**src/rtl/train_seq_ctrl.sv**
```systemverilog
// Sequencer for a loadable external state counter driving a train: issues registered ld/en strobes,
// waits one settle cycle after each, then checks that the counter actually reached the intended state.
module train_seq_ctrl #(
  parameter int unsigned ACCEL_CYCLES = 8,
  parameter int unsigned BRAKE_CYCLES = 8,
  parameter int unsigned DWELL_CYCLES = 16,
  parameter int unsigned DOOR_TIMEOUT = 32
) (
  input  logic       clk,
  input  logic       rst,
  input  logic       start,
  input  logic       station_sensor,
  input  logic       door_closed,
  input  logic       service_end,
  input  logic       estop,
  input  logic [3:0] present_state,
  output logic       ld,
  output logic       en,
  output logic [3:0] next_state,
  output logic       motor_en,
  output logic       brake,
  output logic       door_open,
  output logic       fault
);
  typedef enum logic [3:0] {
    ST_IDLE   = 4'd0,
    ST_ACCEL  = 4'd1,
    ST_CRUISE = 4'd2,
    ST_BRAKE  = 4'd3,
    ST_DWELL  = 4'd4,
    ST_CLOSE  = 4'd5,
    ST_DEPART = 4'd6,
    ST_ESTOP  = 4'd8,
    ST_FAULT  = 4'd9
  } state_e;

  localparam logic [15:0] ACCEL_LAST = 16'(ACCEL_CYCLES - 1);
  localparam logic [15:0] BRAKE_LAST = 16'(BRAKE_CYCLES - 1);
  localparam logic [15:0] DWELL_LAST = 16'(DWELL_CYCLES - 1);
  localparam logic [15:0] DOOR_LAST  = 16'(DOOR_TIMEOUT - 1);

  logic        r_ld;
  logic        r_en;
  logic [3:0]  r_next_state;
  logic        r_pending;
  logic        r_verify;
  logic [3:0]  r_target;
  logic [15:0] r_timer;

  logic        w_cmd_ld;
  logic        w_cmd_en;
  state_e      w_cmd_val;
  logic        w_issue;
  logic [3:0]  w_target;
  logic        w_estop_req;
  logic        w_moving;

  // The emergency load is suppressed only while its own ld 8 strobe is still on the wire,
  // so a held estop produces one pulse rather than a train of them.
  always_comb begin
    w_cmd_ld    = 1'b0;
    w_cmd_en    = 1'b0;
    w_cmd_val   = ST_IDLE;
    w_estop_req = estop && (present_state != ST_ESTOP) && (present_state != ST_FAULT)
                  && !(r_ld && (r_next_state == ST_ESTOP));
    if (w_estop_req) begin
      w_cmd_ld  = 1'b1;
      w_cmd_val = ST_ESTOP;
    end else if (!r_pending) begin
      if (r_verify && (present_state != r_target)) begin
        w_cmd_ld  = 1'b1;
        w_cmd_val = ST_FAULT;
      end else begin
        case (present_state)
          ST_IDLE:   w_cmd_en = start;
          ST_ACCEL:  w_cmd_en = (r_timer == ACCEL_LAST);
          ST_CRUISE: w_cmd_en = station_sensor;
          ST_BRAKE:  w_cmd_en = (r_timer == BRAKE_LAST);
          ST_DWELL:  w_cmd_en = (r_timer == DWELL_LAST);
          ST_CLOSE: begin
            if (door_closed) begin
              w_cmd_en = 1'b1;
            end else if (r_timer == DOOR_LAST) begin
              w_cmd_ld  = 1'b1;
              w_cmd_val = ST_FAULT;
            end
          end
          ST_DEPART: begin
            w_cmd_ld  = 1'b1;
            w_cmd_val = service_end ? ST_IDLE : ST_ACCEL;
          end
          ST_ESTOP: begin
            if (!estop && start) begin
              w_cmd_ld  = 1'b1;
              w_cmd_val = ST_IDLE;
            end
          end
          ST_FAULT: ;
          default: begin
            w_cmd_ld  = 1'b1;
            w_cmd_val = ST_FAULT;
          end
        endcase
      end
    end
    w_issue  = w_cmd_ld | w_cmd_en;
    w_target = w_cmd_ld ? w_cmd_val : (present_state + 4'd1);
  end

  always_ff @(posedge clk) begin
    if (rst) begin
      r_ld         <= 1'b1;
      r_en         <= 1'b0;
      r_next_state <= ST_IDLE;
      r_pending    <= 1'b1;
      r_verify     <= 1'b0;
      r_target     <= ST_IDLE;
      r_timer      <= '0;
    end else begin
      r_ld         <= w_cmd_ld;
      r_en         <= w_cmd_en;
      r_next_state <= w_cmd_val;
      r_pending    <= w_issue;
      r_verify     <= r_pending;
      if (w_issue) begin
        r_target <= w_target;
        r_timer  <= '0;
      end else if (!r_pending && (r_timer != 16'hFFFF)) begin
        r_timer <= r_timer + 16'd1;
      end
    end
  end

  assign ld         = r_ld;
  assign en         = r_en;
  assign next_state = r_next_state;

  // Everything that is not a moving state (including illegal codes) keeps the brake on.
  assign w_moving  = (present_state == ST_ACCEL) || (present_state == ST_CRUISE)
                     || (present_state == ST_DEPART);
  assign motor_en  = w_moving && !estop;
  assign brake     = estop || !w_moving;
  assign door_open = (present_state == ST_DWELL) && !estop;
  assign fault     = (present_state == ST_FAULT);
endmodule

```
**config.mk**
```make
export PLATFORM = sky130hd
export DESIGN_NAME = train_seq_ctrl
export DESIGN_NICKNAME = d
export VERILOG_FILES = /design/src/rtl/train_seq_ctrl.sv
export SDC_FILE = /design/constraint.sdc
export NUM_CORES = 1
export LEC_CHECK = 0
export ABC_AREA = 0
export CORE_ASPECT_RATIO = 1.4
export CORE_MARGIN = 1
export CORE_UTILIZATION = 55
export CTS_CLUSTER_DIAMETER = 120
export DETAILED_ROUTE_END_ITERATION = 10
export PLACE_DENSITY_LB_ADDON = 0.25
export SLEW_MARGIN = 20
export SYNTH_ARGS = -nofsm -noshare
export SYNTH_HDL_FRONTEND = slang
export SYNTH_SLANG_ARGS = --single-unit
```
**constraint.sdc**
```tcl
create_clock -name clk -period 6.7 [get_ports clk]
set_clock_uncertainty 0.1 [all_clocks]
set_input_delay 1.675 -clock clk [delete_from_list [all_inputs] [get_ports clk]]
set_output_delay 1.675 -clock clk [all_outputs]
set_load 0.05 [all_outputs]
```
==> flow_metrics.py <==
metrics = {
    "yosys": {
        "synth_fa_ha_area_frac": 0.0397,
        "synth_enable_flop_cells": 0,
        "ys_top_cells_by_area": "dfxtp_1, xor2_1, nor2_1",
        "yosysSeqAreaShare": 0.330,
        "ys_top_cells_by_count": "dfxtp_1, nor2_1, xor2_1, nand2_1, nand3_1",
        "synth_flop_cell": "dfxtp_1",
        "synthCells": 189,
        "synth_most_common_cell": "dfxtp_1",
        "avgSynthCellArea_um2": 8.35,
        "synth_top_cell_by_area": "dfxtp_1",
        "ys_ff_latch": 26,
        "synth_top_family_by_area": "simple AND/OR/NAND/NOR gates",
        "synth_top_area_frac": 0.330,
        "yosys.area_share.simple": 0.281,
        "synth_mux_area_frac": 0.0190,
        "synthXorXnorAreaFrac": 0.111,
        "ys_warn_count": 0,
        "synth_cell_types": 46,
        "async_flop_share": 0,
        "synth_area_mm2": 0.00158,
        "synth_compound_area_frac": 0.151,
    },
    "sta": {
        "worst_pin_slew_ns": 0.570,
        "final_hold_viol_count": 0,
        "setup_viol": 0,
        "drv_slew": 0,
        "timing.final.crit_share": 0.845,
        "max_freq_mhz": 177,
        "grt_setup_unrepaired": "false",
        "post-route-min-period_ns": 5.66,
        "slew_headroom": 0.620,
        "finalSetupTns_ns": 0,
        "setup_ws_ns": 1.04,
    },
    "detailed_routing": {
        "wl_per_cell_um": 14.1,
        "firstDrtPassIters": 4,
        "vias_per_cell": 5.80,
        "vias": 1375,
        "drc": 0,
        "wirelength_mm": 3.35,
        "first_iter_violations": 31,
        "postRouteAntennaNets": 0,
    },
    "layout": {
        "n_fill_cell": 234,
        "multi_input_area_um2": 957,
        "final_util": 0.667,
        "regArea_um2": 520,
        "finalNonFillerCells": 237,
        "antenna_cells": 0,
        "nets": 218,
        "drive_gt1_frac": 0.0547,
        "design_area_mm2": 0.00178,
        "area_growth_pct": 12.9,
    },
    "clock_tree": {
        "postCtsHoldBufs": 0,
        "cts_tree": "built",
        "numCtsBuffers": 3,
        "clockBufferDepth": 2,
        "clock_latency_ns": 0.33,
        "postCtsSetupBuffers": 0,
        "cts_max_level": 1,
        "cts-root-buf": "clkbuf_4",
        "cts_sinks": 26,
        "cts_resized": 0,
        "cts.clk_slew.worst_paths_ns": 0.13,
    },
    "floorplanning": {
        "num_rows": 22,
        "core_area_mm2": 0.00267,
        "die_w_um": 47.3,
        "die_y_um": 65.4,
        "dieArea_mm2": 0.00309,
        "initial_core_util": 0.591,
        "io_pins": 21,
    },
    "grt": {
        "grt_pass1_vias": 1383,
        "grt-ovfl-total": 0,
        "grt_pass1_wl_mm": 5.61,
        "grtUsageTotal": 0.253,
        "antenna_found_initial": 0,
        "grt_max_degree": 18,
    },
    "status": {
        "run_status": "finished clean",
    },
    "placed_design": {
        "dp_cells": 233,
        "portBuffers": 18,
        "dp_slack_ns": 1.04,
        "place_area_mm2": 0.00173,
        "gp_congestion": 0.838,
        "place_hpwl_mm": 2.57,
    },
    "setup_path": {
        "critPathBufInv": 4,
        "critical_path_class": "input pin to primary output",
        "cp_max_fo": 10,
        "cp-start-kind": "input pin",
        "required_ns": 4.93,
        "cp-end-kind": "primary output",
        "slowest_delay_ns": 0.85,
        "crit_arrival_ns": 3.89,
        "cp_cell_sequence": "clkdlybuf4s50_1 -> inv_1 -> ha_1 -> inv_1 -> nor4b_1 -> clkdlybuf4s50_1",
        "critPathTopFamily": "buffers and inverters",
        "critPathSlowestCell": "clkdlybuf4s50_1",
    },
    "pwr": {
        "p_per_area_mw_per_mm2": 189,
        "power_leakage_nw": 0.669,
        "vdd_drop_max_v": 0.000155,
    },
    "job": {
        "maxCapViolations": 0,
    },
    "worst_hold_path": {
        "hold_path.class": "flip-flop to flip-flop",
    },
}
[flip-flops by register name, summed over array words and instances (netlist names)]
register    flops
r_timer        16
r_target        4
next_state      2
en              1
ld              1
r_pending       1
r_verify        1
[cells in the final DEF (no fill, tap or decap), types with 5 or more instances in the layout]
cell	n
nand3_1	11
xor2_1	16
inv_1	7
a21oi_1	5
nor2_1	25
clkdlybuf4s50_1	18
nor3_1	7
ha_1	5
o21ai_0	5
nand2_1	11
dfxtp_1	26
[worst paths after layout]
| check | slack [ns] | end | cells past startpoint | startpoint |
|---|---|---|---|---|
| hold reg to reg | 0.42 | r_target[3]$_SDFFE_PP0P_ | 2 | r_target[3]$_SDFFE_PP0P_ |
| hold / removal | 0.42 | r_target[3]$_SDFFE_PP0P_ | 2 | r_target[3]$_SDFFE_PP0P_ |
| setup / recovery | 1.04 | door_open | 6 | present_state[0] |
| setup reg to reg | 4.18 | r_timer[7]$_SDFFE_PP0P_ | 7 | r_timer[0]$_SDFFE_PP0P_ |
[power breakdown]
group | leakage, nW | internal, mW | switching, mW
registers | 0.211 | 0.160 | 0.00502
clock network | 0.0279 | 0.0606 | 0.0459
logic | 0.430 | 0.0259 | 0.0396
[worst min-delay path, stage by stage (launching register included)]
cell	delay [ns]
dfxtp_1	0.35
inv_1	0.06
o32ai_1	0.08
[logic make-up after synthesis]
group / Yosys count
XOR/XNOR: 20
multiplexers: 3
AND/OR/NAND/NOR: 86
AO/OA/AOI/OAI: 30
adder cells (fa/ha/maj): 5
buffers and inverters: 18
flip-flops: 26
other: 1
[through the flow]
stage	hold WS (ns)	power (mW)
floorplan	0.377	0.217
global placement	0.403	0.231
detailed placement	0.399	0.233
CTS	0.417	0.339
global route	0.450	0.353
finish	0.418	0.337
[final cells by class]
cell class | count | area share
clock buffers | 3 | 0.0126
clock inverters | 1 | 0.0169
inverters | 7 | 0.0147
multi-input cells | 146 | 0.537
flip-flops and latches | 26 | 0.292
well taps | 36 | 0.0253
repair buffers | 18 | 0.101
[layer usage]
| layer | vias up | GRT usage | wire length [µm] |
|---|---|---|---|
| li1 | 684 | - | - |
| met1 | 637 | 0.249 | 1320 |
| met2 | 39 | 0.440 | 1760 |
| met3 | 15 | 0.0577 | 124 |
| met4 | 0 | 0.164 | 142 |
| met5 | - | 0 | 0 |
Note: power is estimated with default switching activity, not from simulation.
